==> src/rtl/wb_pkg.sv <==
// Shared Wishbone B3 encodings and the burst-master FSM state type.
package wb_pkg;

   localparam logic [2:0] CTI_CLASSIC = 3'b000;
   localparam logic [2:0] CTI_INCR    = 3'b010;
   localparam logic [2:0] CTI_EOB     = 3'b111;
   localparam logic [1:0] BTE_LINEAR  = 2'b00;

   typedef enum logic [1:0] {
      ST_IDLE    = 2'd0,
      ST_BUS     = 2'd1,
      ST_BACKOFF = 2'd2,
      ST_FIN     = 2'd3
   } state_t;

   // Cycle type for the beat about to be presented, from the remaining count.
   function automatic logic [2:0] beat_cti(input logic [4:0] len, input logic [4:0] beat);
      logic [4:0] remain;
      remain = len - beat;
      if (len == 5'd1)
         beat_cti = CTI_CLASSIC;
      else if (remain == 5'd1)
         beat_cti = CTI_EOB;
      else
         beat_cti = CTI_INCR;
   endfunction

endpackage

==> src/rtl/wb_burst_master.sv <==
// Wishbone B3 incrementing-burst initiator: 1..BURST word reads or writes,
// backs off one cycle on rty and resumes at the same beat, aborts on err.
module wb_burst_master
   import wb_pkg::*;
#(
   parameter int ADDRESS   = 23,
   parameter int BURST     = 16,
   parameter int RETRY_MAX = 255
) (
   input  logic               wb_clk_i,
   input  logic               wb_rst_i,
   input  logic               req_i,
   input  logic               req_we_i,
   input  logic [ADDRESS-1:0] req_adr_i,
   input  logic [4:0]         req_len_i,
   output logic               req_rdy_o,
   output logic               done_o,
   output logic               err_o,
   input  logic [31:0]        wr_dat_i,
   input  logic [3:0]         wr_sel_i,
   output logic               wr_rd_o,
   output logic [31:0]        rd_dat_o,
   output logic               rd_vld_o,
   output logic               wb_cyc_o,
   output logic               wb_stb_o,
   output logic               wb_we_o,
   input  logic               wb_ack_i,
   input  logic               wb_rty_i,
   input  logic               wb_err_i,
   input  logic [31:0]        wb_dat_i,
   output logic [2:0]         wb_cti_o,
   output logic [1:0]         wb_bte_o,
   output logic [ADDRESS-1:0] wb_adr_o,
   output logic [3:0]         wb_sel_o,
   output logic [31:0]        wb_dat_o
);

   localparam int RW = $clog2(RETRY_MAX + 1);

   state_t             r_state, w_state_nxt;
   logic               r_we, r_err, r_rd_vld;
   logic [ADDRESS-1:0] r_base;
   logic [4:0]         r_len, r_beat, w_len_req;
   logic [RW-1:0]      r_retry;
   logic [RW:0]        w_retry_inc;
   logic [31:0]        r_rd_dat;
   logic               w_bus, w_ack, w_rty, w_err, w_last, w_abort;

   // err beats ack, ack beats rty
   assign w_bus       = (r_state == ST_BUS);
   assign w_err       = w_bus & wb_err_i;
   assign w_ack       = w_bus & wb_ack_i & ~wb_err_i;
   assign w_rty       = w_bus & wb_rty_i & ~wb_ack_i & ~wb_err_i;
   assign w_last      = ((r_beat + 5'd1) == r_len);
   assign w_retry_inc = {1'b0, r_retry} + {{RW{1'b0}}, 1'b1};
   assign w_abort     = (w_retry_inc >= (RW+1)'(RETRY_MAX));
   assign w_len_req   = (req_len_i > 5'(BURST)) ? 5'(BURST) : req_len_i;

   always_ff @(posedge wb_clk_i) begin
      if (wb_rst_i)
         r_state <= ST_IDLE;
      else
         r_state <= w_state_nxt;
   end

   always_comb begin
      w_state_nxt = r_state;
      case (r_state)
         ST_IDLE:    if (req_i) w_state_nxt = (w_len_req == 5'd0) ? ST_FIN : ST_BUS;
         ST_BUS: begin
            if (w_err)
               w_state_nxt = ST_FIN;
            else if (w_ack) begin
               if (w_last) w_state_nxt = ST_FIN;
            end else if (w_rty)
               w_state_nxt = w_abort ? ST_FIN : ST_BACKOFF;
         end
         ST_BACKOFF: w_state_nxt = ST_BUS;
         ST_FIN:     w_state_nxt = ST_IDLE;
         default:    w_state_nxt = ST_IDLE;
      endcase
   end

   always_ff @(posedge wb_clk_i) begin
      if (wb_rst_i) begin
         r_we     <= 1'b0;
         r_err    <= 1'b0;
         r_beat   <= 5'd0;
         r_retry  <= '0;
         r_rd_vld <= 1'b0;
      end else begin
         r_rd_vld <= w_ack & ~r_we;
         if (r_state == ST_IDLE && req_i) begin
            r_we    <= req_we_i;
            r_err   <= 1'b0;
            r_beat  <= 5'd0;
            r_retry <= '0;
         end else if (w_err) begin
            r_err <= 1'b1;
         end else if (w_ack) begin
            r_beat  <= r_beat + 5'd1;
            r_retry <= '0;
         end else if (w_rty) begin
            r_retry <= w_retry_inc[RW-1:0];
            if (w_abort) r_err <= 1'b1;
         end
      end
   end

   // Request fields and read data carry no reset; they are qualified by state/valid.
   always_ff @(posedge wb_clk_i) begin
      if (r_state == ST_IDLE && req_i) begin
         r_base <= req_adr_i;
         r_len  <= w_len_req;
      end
      if (w_ack) r_rd_dat <= wb_dat_i;
   end

   always_comb begin
      req_rdy_o = (r_state == ST_IDLE);
      done_o    = (r_state == ST_FIN);
      err_o     = (r_state == ST_FIN) & r_err;
      wb_cyc_o  = w_bus;
      wb_stb_o  = w_bus;
      wb_we_o   = w_bus & r_we;
      wb_cti_o  = w_bus ? beat_cti(r_len, r_beat) : CTI_CLASSIC;
      wb_bte_o  = BTE_LINEAR;
      wb_adr_o  = w_bus ? (r_base + ADDRESS'(r_beat)) : '0;
      wb_sel_o  = r_we ? wr_sel_i : 4'b1111;
      wb_dat_o  = wr_dat_i;
      wr_rd_o   = w_ack & r_we;
      rd_dat_o  = r_rd_dat;
      rd_vld_o  = r_rd_vld;
   end

endmodule

==> config.mk <==
export PLATFORM = sky130hd
export DESIGN_NAME = wb_burst_master
export DESIGN_NICKNAME = d
export VERILOG_FILES = /design/src/rtl/wb_pkg.sv /design/src/rtl/wb_burst_master.sv
export SDC_FILE = /design/constraint.sdc
export NUM_CORES = 1
export LEC_CHECK = 0
export ABC_AREA = 1
export CAP_MARGIN = 40
export CORE_MARGIN = 4
export CORE_UTILIZATION = 50
export DETAILED_ROUTE_END_ITERATION = 10
export DONT_BUFFER_PORTS = 1
export MAX_ROUTING_LAYER = met4
export PLACE_DENSITY = 0.7
export SETUP_SLACK_MARGIN = 0.3
export SLEW_MARGIN = 25
export SYNTH_ARGS = -nofsm -noshare
export SYNTH_HDL_FRONTEND = slang
export SYNTH_SLANG_ARGS = --single-unit
export TNS_END_PERCENT = 20
==> constraint.sdc <==
create_clock -name wb_clk_i -period 2.4 [get_ports wb_clk_i]
set_clock_uncertainty 0.15 [all_clocks]
set_input_delay 0.72 -clock wb_clk_i [delete_from_list [all_inputs] [get_ports wb_clk_i]]
set_output_delay 0.72 -clock wb_clk_i [all_outputs]
set_load 0.02 [all_outputs]
==> impl_results.rst <==
.. list-table::
   :header-rows: 1

   * - Metric
     - Value
   * - Status
     - complete, but fails checks
   * - Failing checks
     - setup timing
   * - Grt met3 use
     - ~4.8%
   * - Die width
     - between 90 and 100 µm
   * - Most frequent cell after synthesis
     - nand2_1
   * - Share of power burned in registers
     - between 50% and 60%
   * - Initial antenna violation count
     - 1
   * - Detail Placement HPWL
     - around 7400 µm
   * - Average routed wire per standard cell
     - approximately 15 µm
   * - Number of clock sinks
     - between 70 and 80
   * - Final-report hold violation count
     - 0
   * - Area share of the largest cell type after synthesis
     - 43.3%
   * - Sw frac
     - approximately 30%
   * - Sequential element share of the synthesized area
     - approximately half
   * - Unrepaired setup endpoints after global routing
     - true
   * - Maximum number of pins on one net before global-route repair
     - 36
   * - Die height
     - around 100 µm
   * - GR Layer Usage met2
     - around 34%
   * - Number of H-tree levels
     - 3
   * - Number of nets with antenna violations after routing
     - 0
   * - Placement Rows
     - 33
   * - Drt initial violations
     - about 130
   * - Initial cell density of the core
     - approximately half
   * - Asr flop ratio synth
     - 0%
   * - Number of violations of the max-capacitance limit
     - 0
   * - Number of detailed-routing iterations run before antenna repair
     - 5
   * - Power dissipated by switching net loads
     - 0.922 mW
   * - Die Area
     - 0.00985 mm²
   * - Startpoint of the worst setup timing path
     - r_len[0]
   * - Critical path data required time
     - around 1500 ps
   * - Fin cells
     - ~600
   * - Vias post-DR
     - roughly 3200
   * - Internal power component
     - 2.12 mW
   * - Number of CTS-inserted buffers
     - 9
   * - Clock tree root buffer cell
     - clkbuf_8
   * - Peak ir drop on the vdd network
     - between 0.4 and 0.5 mV
   * - Period utilization
     - 124%
   * - Final setup violation count
     - 24
   * - DRC violation count after routing
     - 0
   * - Type of the worst setup path
     - reg2out
   * - Critical Path Sink Type
     - output port
   * - Worst setup slack after layout
     - -580 ps
   * - Max Clk Rate
     - between 0.3 and 0.4 GHz
   * - Path category of the worst min-delay check
     - reg2reg
   * - Combinational share of power
     - approximately 16%
   * - Number of buffers between clock root and the deepest sink
     - 2
   * - Global-route wire length before repair
     - approximately 15000 µm
   * - Core ar.
     - 0.00818 mm²
   * - Design Area, Final
     - between 0.005 and 0.006 mm²
   * - Cell area after placement
     - 0.00470 mm²
   * - Gate Count Post-Synth
     - 468
   * - Drt via density
     - 5.27
   * - Number of max-slew violations in the final report
     - 0
   * - Clk_lat worst skew
     - 350 ps
   * - Mean post-synth cell area
     - 8.90 µm²
   * - Sum of negative setup slack
     - -11170 ps
   * - Number of flip-flops and latches in the synthesized netlist
     - 78
   * - Synth Flop Type
     - edfxtp_1
   * - DP Cell Count
     - 595
   * - Element type at the critical path start
     - flop
   * - Layout area overhead
     - 21.8%
   * - Crit path max fanout
     - 2
   * - Total length of routed wires
     - around 9400 µm
   * - Total grt overflow
     - 0
   * - Min-delay src
     - r_we
   * - Power consumption
     - a little over 3 mW
   * - CTS clk-pin slew, worst paths
     - 90 ps
   * - Fillcell total
     - between 600 and 700
   * - Clock tree from TritonCTS
     - built
   * - Launch instance of the worst register-to-register path
     - r_state[1]
   * - GR Layer Usage met1
     - 23.0%
   * - Most area-hungry cell type in the Yosys netlist
     - edfxtp_1
   * - Clock network power share
     - a little under a third
   * - Fraction of layout instances using a drive strength above 1
     - a little under a third
   * - Number of I/O pins
     - ~210
   * - Leading post-synthesis cells by cell area
     - edfxtp_1 (43%), nand2_1 (8.7%), dfxtp_1 (8.7%), buf_4 (6.7%), nor2_1 (5.6%)
   * - Synth top cells by count
     - nand2_1 (97), nor2_1 (62), edfxtp_1 (60)
   * - Count of different cell masters after synthesis
     - 36
   * - Yosys warnings
     - 0
   * - Number of global-route vias before repair
     - between 3000 and 4000
   * - Post-route minimum period
     - ~3000 ps
   * - Final GP Congestion
     - 0.892
   * - Count of flip-flops with a built-in enable after synthesis
     - 60
   * - Number of port buffers
     - 0
   * - Power per cell area
     - between 600 and 700 mW/mm²
   * - Critical path data arrival time
     - ~2100 ps
   * - Overall routing resource usage
     - 20.2%
   * - Post-layout net count
     - 620
   * - Leakage
     - 2.01 nW
   * - Highest-utilization routing layer at the global route stage
     - met2
   * - Netlist area before placement
     - about 0.0042 mm²
-- timing repair --
action / 4_1_cts / 5_1_grt
buffers inserted: 1 / 1
resized for setup: 20 / 26
hold buffers: 0 / 0
pin swaps: 12 / 14
setup endpoints to repair: 37 / 37
-- power groups by stage --
stage / clock (mW) / combinational [mW] / sequential, mW
3_5_place_dp: 0 / 0.464 / 1.63
2_1_floorplan: 0 / 0.394 / 1.62
6_report: 0.956 / 0.490 / 1.60
4_1_cts: 0.995 / 0.476 / 1.60
5_1_grt: 1.05 / 0.540 / 1.61
3_3_place_gp: 0 / 0.455 / 1.62
-- cells in the final DEF, fill, tap and decap left out, types with 12 or more instances in the layout --
master,count
nand3_1,20
nand2_2,12
nand2_1,83
buf_4,54
dfxtp_1,13
edfxtp_1,60
nor2_1,49
a21oi_1,22
inv_1,53
-- cell type report --
cell class | count | area [µm²] | share of cell area [%]
Sequential cell | 78 | 2170 | 42.8
Multi-Input combinational cell | 292 | 1820 | 35.8
Timing Repair Buffer | 63 | 537 | 10.6
Inverter | 59 | 221 | 4.37
Tap cell | 105 | 131 | 2.59
Clock buffer | 9 | 124 | 2.44
Clock inverter | 7 | 68.8 | 1.36
Antenna cell | 1 | 2.50 | 0.0493
-- worst paths after layout --
| path | endpoint | slack (ps) | cells after the start |
|---|---|---|---|
| setup / recovery | wb_cti_o[2] | -580 | 8 |
| hold / removal | rd_vld_o | 260 | 1 |
| setup reg to reg | r_beat[0] | 480 | 10 |
| hold reg to reg | rd_vld_o | 260 | 1 |
-- sequential cells by signal, indices dropped and copies added (netlist names) --
name / flops
r_retry: 8
rd_dat_o: 32
r_we: 1
r_beat: 5
r_state: 2
r_len: 5
r_err: 1
r_base: 23
rd_vld_o: 1
-- layer usage --
metal	wire length, µm	vias up
met3	718	21
met2	4840	140
met5	0	-
li1	-	1587
met4	159	0
met1	3680	1489
-- logic make-up (layout without fill, tap and decap cells) --
logic type                 after synthesis  in the layout  share of synthesized area (%)
muxes                                    1              1                          0.240
AOI/OAI and AO/OA                       53             53                           6.82
adders and majority gates               14             14                           4.57
and+or+nand+nor                        218            218                           23.0
xor gates and xnor gates                 4              4                          0.841
DFF                                     78             78                           51.9
other                                    1              3                         0.0901
buffers and inverters                   99            138                           12.5
-- metrics by stage --
step | worst slack, ps | utilization [%] | hold WS (ps)
final | -580 | 62.0 | 264
after global routing | -709 | 62.0 | 255
after floorplan | -282 | - | 243
after detailed placement | -248 | 57.5 | 256
after CTS | -624 | 60.8 | 257
after global placement | -223 | 57.5 | 254
-- critical path: stages (launching register included) --
cell and delay (ps):
edfxtp_1 390, inv_1 70, ha_2 160, inv_2 40
fa_2 340, xnor2_1 170, nand4_1 160, nor4_4 240
buf_12 170
(Power assumes the default switching activity.)
